--- config.mk ---
export PLATFORM = sky130hd
export DESIGN_NAME = spi_dc_tx_feeder
export DESIGN_NICKNAME = d
export VERILOG_FILES = /design/src/rtl/spi_dc_tx_feeder.sv
export SDC_FILE = /design/constraint.sdc
export NUM_CORES = 1
export LEC_CHECK = 0
export ABC_AREA = 1
export BUFFER_PORTS_ARGS = -buffer_cell sky130_fd_sc_hd__buf_2
export CAP_MARGIN = 20
export CORE_UTILIZATION = 45
export DETAILED_ROUTE_END_ITERATION = 7
export SYNTH_ARGS = -nofsm -noshare
export SYNTH_HDL_FRONTEND = slang
export SYNTH_SLANG_ARGS = --single-unit
--- constraint.sdc ---
create_clock -name clk -period 3.4 [get_ports clk]
set_input_delay 0.68 -clock clk [delete_from_list [all_inputs] [get_ports clk]]
set_output_delay 0.68 -clock clk [all_outputs]
set_load 0.01 [all_outputs]
--- src/rtl/spi_dc_tx_feeder.sv ---
// spi_dc_tx_feeder: byte FIFO plus frame sequencer in front of the SPI ECC link transmitter.
// Host bytes are queued, then issued one at a time on din/start. The feeder waits for the
// link's sed_qvld completion pulse (or a timeout) and holds an inter-frame gap before the
// next byte.
//
// Ports:
//   clk, rst          clock, asynchronous active-low reset
//   en                feeder enable; gates popping of new bytes (tx_en mirrors it)
//   wr_en, wr_data    host write strobe and byte
//   clr_err           clears the sticky ovf_err / timeout_err flags
//   full, count       FIFO full flag and number of queued bytes
//   tx_en, start, din link transmit enable, one-cycle frame request, registered byte
//   sed_qvld          link frame-complete pulse (only looked at while waiting)
//   busy              sequencer not idle
//   sent_cnt          frames acknowledged by sed_qvld (wraps)
//   ovf_err           sticky: write attempted while full
//   timeout_err       sticky: completion wait expired
module spi_dc_tx_feeder #(
  parameter int unsigned DEPTH   = 8,
  parameter int unsigned GAP     = 4,
  parameter int unsigned TIMEOUT = 1024
) (
  input  logic                   clk,
  input  logic                   rst,
  input  logic                   en,
  input  logic                   wr_en,
  input  logic [7:0]             wr_data,
  input  logic                   clr_err,
  output logic                   full,
  output logic [$clog2(DEPTH):0] count,
  output logic                   tx_en,
  output logic                   start,
  output logic [7:0]             din,
  input  logic                   sed_qvld,
  output logic                   busy,
  output logic [15:0]            sent_cnt,
  output logic                   ovf_err,
  output logic                   timeout_err
);

  localparam int unsigned PW = $clog2(DEPTH);
  localparam int unsigned CW = PW + 1;
  localparam int unsigned TW = $clog2(TIMEOUT);
  localparam int unsigned GW = (GAP < 1) ? 1 : $clog2(GAP + 1);

  typedef enum logic [1:0] {StIdle, StStart, StWait, StGap} state_e;

  state_e          state_q, state_d;
  logic [7:0]      mem_q [DEPTH];
  logic [PW-1:0]   wr_ptr_q, rd_ptr_q;
  logic [CW-1:0]   count_q, count_d;
  logic [7:0]      din_q;
  logic [TW-1:0]   tmo_q, tmo_d;
  logic [GW-1:0]   gap_q, gap_d;
  logic [15:0]     sent_q, sent_d;
  logic            ovf_q, ovf_d;
  logic            tmo_err_q, tmo_err_d;
  logic            wr_ok, pop, tmo_evt;

  // full is judged from the registered count, so a write in a pop cycle while full is dropped.
  assign full  = (count_q == CW'(DEPTH));
  assign wr_ok = wr_en && !full;

  always_comb begin
    state_d = state_q;
    tmo_d   = tmo_q;
    gap_d   = gap_q;
    sent_d  = sent_q;
    pop     = 1'b0;
    tmo_evt = 1'b0;
    unique case (state_q)
      StIdle: begin
        if (en && (count_q != '0)) begin
          pop     = 1'b1;
          state_d = StStart;
        end
      end
      StStart: begin
        tmo_d   = '0;
        state_d = StWait;
      end
      StWait: begin
        // Completion beats an expiry landing on the same cycle.
        if (sed_qvld || (tmo_q == TW'(TIMEOUT - 1))) begin
          if (sed_qvld) begin
            sent_d = sent_q + 16'd1;
          end else begin
            tmo_evt = 1'b1;
          end
          if (GAP == 0) begin
            state_d = StIdle;
          end else begin
            state_d = StGap;
            gap_d   = GW'(GAP);
          end
        end else begin
          tmo_d = tmo_q + TW'(1);
        end
      end
      StGap: begin
        if (gap_q == '0) begin
          state_d = StIdle;
        end else begin
          gap_d = gap_q - GW'(1);
        end
      end
      default: state_d = StIdle;
    endcase
  end

  always_comb begin
    count_d   = count_q + CW'(wr_ok) - CW'(pop);
    ovf_d     = (ovf_q && !clr_err) || (wr_en && full);
    tmo_err_d = (tmo_err_q && !clr_err) || tmo_evt;
  end

  // Storage needs no reset: only entries below count are ever read.
  always_ff @(posedge clk) begin
    if (wr_ok) begin
      mem_q[wr_ptr_q] <= wr_data;
    end
  end

  always_ff @(posedge clk or negedge rst) begin
    if (!rst) begin
      state_q   <= StIdle;
      wr_ptr_q  <= '0;
      rd_ptr_q  <= '0;
      count_q   <= '0;
      din_q     <= 8'h00;
      tmo_q     <= '0;
      gap_q     <= '0;
      sent_q    <= '0;
      ovf_q     <= 1'b0;
      tmo_err_q <= 1'b0;
    end else begin
      state_q   <= state_d;
      count_q   <= count_d;
      tmo_q     <= tmo_d;
      gap_q     <= gap_d;
      sent_q    <= sent_d;
      ovf_q     <= ovf_d;
      tmo_err_q <= tmo_err_d;
      // Pointers wrap naturally since DEPTH is a power of two.
      if (wr_ok) begin
        wr_ptr_q <= wr_ptr_q + PW'(1);
      end
      if (pop) begin
        rd_ptr_q <= rd_ptr_q + PW'(1);
        din_q    <= mem_q[rd_ptr_q];
      end
    end
  end

  assign count       = count_q;
  assign tx_en       = en;
  assign start       = (state_q == StStart);
  assign din         = din_q;
  assign busy        = (state_q != StIdle);
  assign sent_cnt    = sent_q;
  assign ovf_err     = ovf_q;
  assign timeout_err = tmo_err_q;

endmodule

* After elaboration in Yosys (flattened, before gate mapping)
Memories as Yosys holds them, arrays and structs flattened. A register that Yosys moved wholly into a read port is not among the register bits.
Index checks and enable logic that the tools add are counted.
** Operators by class
- Eq/ne operators :: 10
- Add/sub/neg operators :: 7
- Mux-type cells :: 16
- Reductions and logical operators :: 21
** Operators by type and width (count)
- $pmux 10 s2 :: 1
- $add 16x1->16 const B :: 1
- $add 10x1->10 const B :: 1
- $eq 10x10->1 const B :: 1
- $mux 10 :: 1
- $ne 2x2->1 const B :: 5
- $reduce_and 3->1 :: 3
- $pmux 2 s4 :: 1
- $mux 1 :: 7
- $add 3x1->3 const B :: 2
- $mux 2 :: 3
- $mux 3 :: 2
- $pmux 3 s2 :: 1
- $reduce_bool 2->1 :: 3
- $logic_and 1x1->1 :: 5
- $add 4x1->4 :: 1
- $eq 2x2->1 const B :: 2
- $eq 4x4->1 const B :: 1
- $reduce_bool 4->1 :: 1
- $sub 4x1->4 :: 1
- $logic_not 1->1 :: 3
- $logic_not 3->1 :: 1
- $logic_or 1x1->1 :: 3
- $sub 3x1->3 const B :: 1
- other kinds (3) :: 3
** Storage, ports and cells
- Bits of input ports :: 14
- Memory bits (writable) :: 64
- Register bits after elaboration :: 43
- Output and inout port bits :: 34
- Memories kept :: 1
- Word-level logic and storage cells :: 64
** Memories
- mem_q :: depth 8, bits a word 8, rd ports 1, clocked after memory_dff 1, write ports 1, line 49 : logic [7:0] mem_q [DEPTH];

* Longest topological paths before layout
- Depth in word-level cells :: 5
- Mapped depth :: 12
- Depth with buffers taken out :: 11

* Least setup slack after synthesis
No wires, ideal clock.
- Kind :: register to register
- From :: register count_q[2] (netlist: count[2])
- To :: register count_q[2] (netlist: count[2])
- Path buffers :: 1
- Cell stages (with the launch flop) :: 13
- Data arrival time :: 2.175 ns
- Library setup time :: 0.123 ns
- Setup slack :: 1.102 ns
- Data required time :: 3.277 ns
- Clock period less this slack :: 2.298 ns
- Cells stage by stage :: dfrtp_1 > inv_1 > ha_1 > nand3_1 > nand2_1 > nor2_1 > buf_2 > ha_1 > inv_1 > ha_1 > inv_1 > fa_1 > xnor2_1
** On the way
- Word-level cells in the longest chain between the ends :: 5
- Elaborated cells on any way between the ends :: 9
- Those cells by class :: 2 x add/sub; 1 x eq/ne; 2 x mux; 4 x reduce/logical
** Ends and longest elaborated chain
- start, declared :: line 51 : logic [CW-1:0] count_q, count_d;
- start signal, assigned :: line 138 : count_q <= count_d;
- $reduce_bool 4->1 :: line 73 : if (en && (count_q != '0)) begin
- $logic_and 1x1->1 :: line 73
- $mux 1 :: line 73
- $mux 1 :: line 71 : unique case (state_q)
- named net pop :: line 58 : logic wr_ok, pop, tmo_evt;
- $sub 4x1->4 :: line 112 : count_d = count_q + CW'(wr_ok) - CW'(pop);
- named net count_d[2] :: line 51
The timed path passes the listed nets, and every way through them passes these cells.
A chain may end at the register's enable or synchronous reset.

* Worst setup path after layout
- From :: register state_q[1]
- To :: register count_q[2] (netlist: count[2])
** On the way
- Word-level cells in the longest chain between the ends :: 3
** Ends and longest elaborated chain
- start, declared :: line 48 : state_e state_q, state_d;
- start signal, assigned :: line 126 : state_q <= StIdle;
- start signal, assigned :: line 137 : state_q <= state_d;
- $logic_not 2->1 :: line 71
- $mux 1 :: line 71
- $sub 4x1->4 :: line 112
- named net count_d[2] :: line 51
The timed path passes the listed nets, and every way through them passes these cells.

==> metrics.csv <==
stage,metric,value,unit
status,status,finished clean,
routing,ant_nets,0,
setup_path,critPathTopFamily,adder cells,
power,power.density,847,nW/um2
synth,ys_seq_area_share,61.6,%
floorplanning,fp.dieArea,12000,um2
setup_path,worst_path_max_delay_cell,dfrtp_1,
synth,synth.distinct_cells,30,
setup_path,cp_common_cell,inv_1,
grt,grt_pass1_vias,3665,
cts,cts_tree,done,
cts,clk_pin_slew,0.06,ns
floorplanning,die_y,109,um
sta,fin_ws,1.17,ns
floorplanning,io_pins,48,
routing,via_count,3663,
sta,period_share,65.6,%
setup_path,cp-start-kind,flop,
cts,ctsResizeCount,0,
setup_path,cp_slowest_stage_delay,0.42,ns
synth,syn_inst,515,
floorplanning,core_area,11000,um2
grt,grt.total_usage,20.0,%
layout,multi_input_area,1740,um2
sta,worstMarginPinSlew,0.809,ns
layout,drive_gt1_share,17.3,%
routing,wl_per_cell,15.0,um
sta,finalSetupTns,0,ns
setup_path,path_cells,inv_1 > ha_1 > inv_1 > nor2_1 > buf_4 > ha_1 > inv_1 > ha_1 > inv_1 > fa_1 > xnor2_1,
power,p_leak,2.65,nW
sta,clock_skew,0.00911,ns
setup_path,cp-end-kind,flop,
place,hpwl,7.58,mm
sta,setup_viol,0,
setup_path,cp_max_fo,14,
routing,vias_per_cell,5.07,
place,pre_cts_slack,1.09,ns
sta,fmax,449,MHz
grt,overflow,0,
sta,hold_viol_final,0,
sta,rsz0062_at_grt,false,
setup_path,crit_buf_inv,5,
routing,first_pass_iters,4,
synth,ys.warnings.count,0,
worst_hold_path,holdCritPathClass,input pin to async pin,
flow_run,max_cap_violations,0,
layout,final_cells,723,
setup_path,worst-setup-path-type,flop to flop,
synth,synth_area,5190,um2
grt,grt_pass1_wl,17.6,mm
cts,root_buffer,clkbuf_16,
grt,grt_max_degree,37,
floorplanning,row_count,38,
grt,antenna_found_initial,0,
layout,nNetsFinal,602,
place,place.gp.congestion,0.758,
cts,cts_max_level,4,
cts,ctsHoldBuffers,0,
power,vdd_ir_drop_max,0.487,mV
synth,avgSynthCellArea,10.1,um2
place,dpl.cell_count,691,
layout,diodes,0,
synth,synthesis.nets,547,
sta,final_max_slew_viol_count,0,
layout,seqCellArea,3200,um2
cts,cts_buffers,17,
floorplanning,initial_core_util,47.0,%
setup_path,cp_data_required_time,3.69,ns
sta,relSlewSlack,46.0,%
routing,wl,10.9,mm
cts,post_cts_buffers,0,
layout,areaGrowthSynthToFinish,17.8,%
layout,fillCellCount,997,
floorplanning,die_width,109,um
synth,ys_ff_latch,115,
routing,drcViolationCount,0,
setup_path,cp.arrival,2.52,ns
place,portBuffers,47,
cts,cts_buffer_depth,2,
sta,min_period,2.23,ns
cts,cts.sink_count,115,
routing,first_iter_violations,153,
cts,insertion_delay,0.41,ns
[cell families (layout without fill, tap and decap cells)]
logic type                 count (synthesis)  count (layout)  share of synthesized area, %
adders and majority gates                 18              18                          4.49
DFF                                      115             115                          61.6
AOI/OAI and AO/OA                         48              48                          4.68
xor gates and xnor gates                  19              19                          3.21
and+or+nand+nor                          255             255                          21.2
buffers and inverters                     60             128                          4.75
[Yosys cell counts (all sizes together)]
library cell,number,area [um2]
nand3b,1,7.51
inv,45,169
or2,3,18.8
o21ai,43,215
nor3,1,5.00
buf,10,58.8
ha,17,213
edfxtp,64,1920
a21oi,3,15.0
nand3,46,240
nand4,4,25.0
xor2,12,105
clkinv,1,3.75
nor3b,1,7.51
xnor2,7,61.3
o22ai,2,12.5
nand2,102,400
dfrtp,51,1280
fa,1,20.0
clkbuf,4,15.0
nor2,97,397
[cell type report]
cell class	instances	share of cell area (%)
clock buffer	17	6.96
inverter	46	2.83
timing repair buffer	50	4.22
tap	140	2.87
sequential	115	52.4
clock inverter	15	2.23
multi-input combinational	340	28.5
[layout by cell type (no fill, tap or decap)]
master,netlist,final
o21ai_1,2,2
nor3b_1,1,1
inv_2,3,3
a21oi_1,3,3
clkbuf_16,0,17
xnor2_1,7,7
nand4_1,4,4
nor2_4,3,3
nand2_2,4,4
edfxtp_1,64,64
buf_4,1,3
nor3_1,1,1
ha_1,17,17
o21ai_0,41,41
dfrtp_1,51,51
nor2_2,4,4
clkinvlp_4,0,6
inv_1,42,42
o22ai_1,2,2
fa_1,1,1
nand2_1,97,97
or2_2,3,3
nand3b_1,1,1
nand3_2,2,2
clkinv_1,1,2
nand3_1,44,44
clkinv_4,0,4
clkinv_2,0,1
xor2_1,12,12
buf_2,8,47
nor2_1,90,90
nand2_4,1,1
bufinv_16,0,1
inv_6,0,2
[where the power goes]
group | switching (W) | internal, W | total (W)
combinational | 0.00100 | 0.000540 | 0.00154
clock | 0.000645 | 0.00101 | 0.00165
sequential | 0.000202 | 0.00178 | 0.00199
total | 0.00185 | 0.00333 | 0.00518
[metal layers]
metal  up-vias  share of wire, %  track usage (%)  wire length [um]
met3        17               5.3             5.63               570
met1      1760                42             22.9              4510
met4         0               1.2             6.19               128
met5         -                 0                0                 0
li1       1806                 -                -                 -
met2        80                52             36.0              5650
[path summary, 6_finish.rpt]
check,startpoint,to,slack (ns),cells past startpoint
worst max-delay path,state_q[1],count[2],1.17,11
worst min-delay path,rst,tmo_q[6],0.19,1
worst max register to register,state_q[1],count[2],1.17,11
worst min register to register,din[0],din[0],0.48,2
max in group asynchronous,rst,rd_ptr_q[2],2.39,2
min in group clk,clr_err,timeout_err,0.47,2
[metrics by stage]
| step | utilization, % | instance area (um2) | hold slack [ns] | power (W) |
|---|---|---|---|---|
| 2_1_floorplan | - | 5190 | 0.384 | 0.00308 |
| 3_3_place_gp | 50.3 | 5550 | 0.454 | 0.00350 |
| 3_5_place_dp | 50.3 | 5550 | 0.466 | 0.00356 |
| 4_1_cts | 55.4 | 6110 | 0.187 | 0.00523 |
| 5_1_grt | 55.4 | 6110 | 0.204 | 0.00552 |
| 6_report | 55.4 | 6110 | 0.189 | 0.00518 |
[flip-flops by register name, summed over array words and instances (netlist names), 2 cells and up]
signal	flops
mem_q	64
sent_cnt	16
tmo_q	10
din	8
count	4
gap_q	3
rd_ptr_q	3
wr_ptr_q	3
state_q	2
No activity file was read; power rests on OpenSTA's default activity.
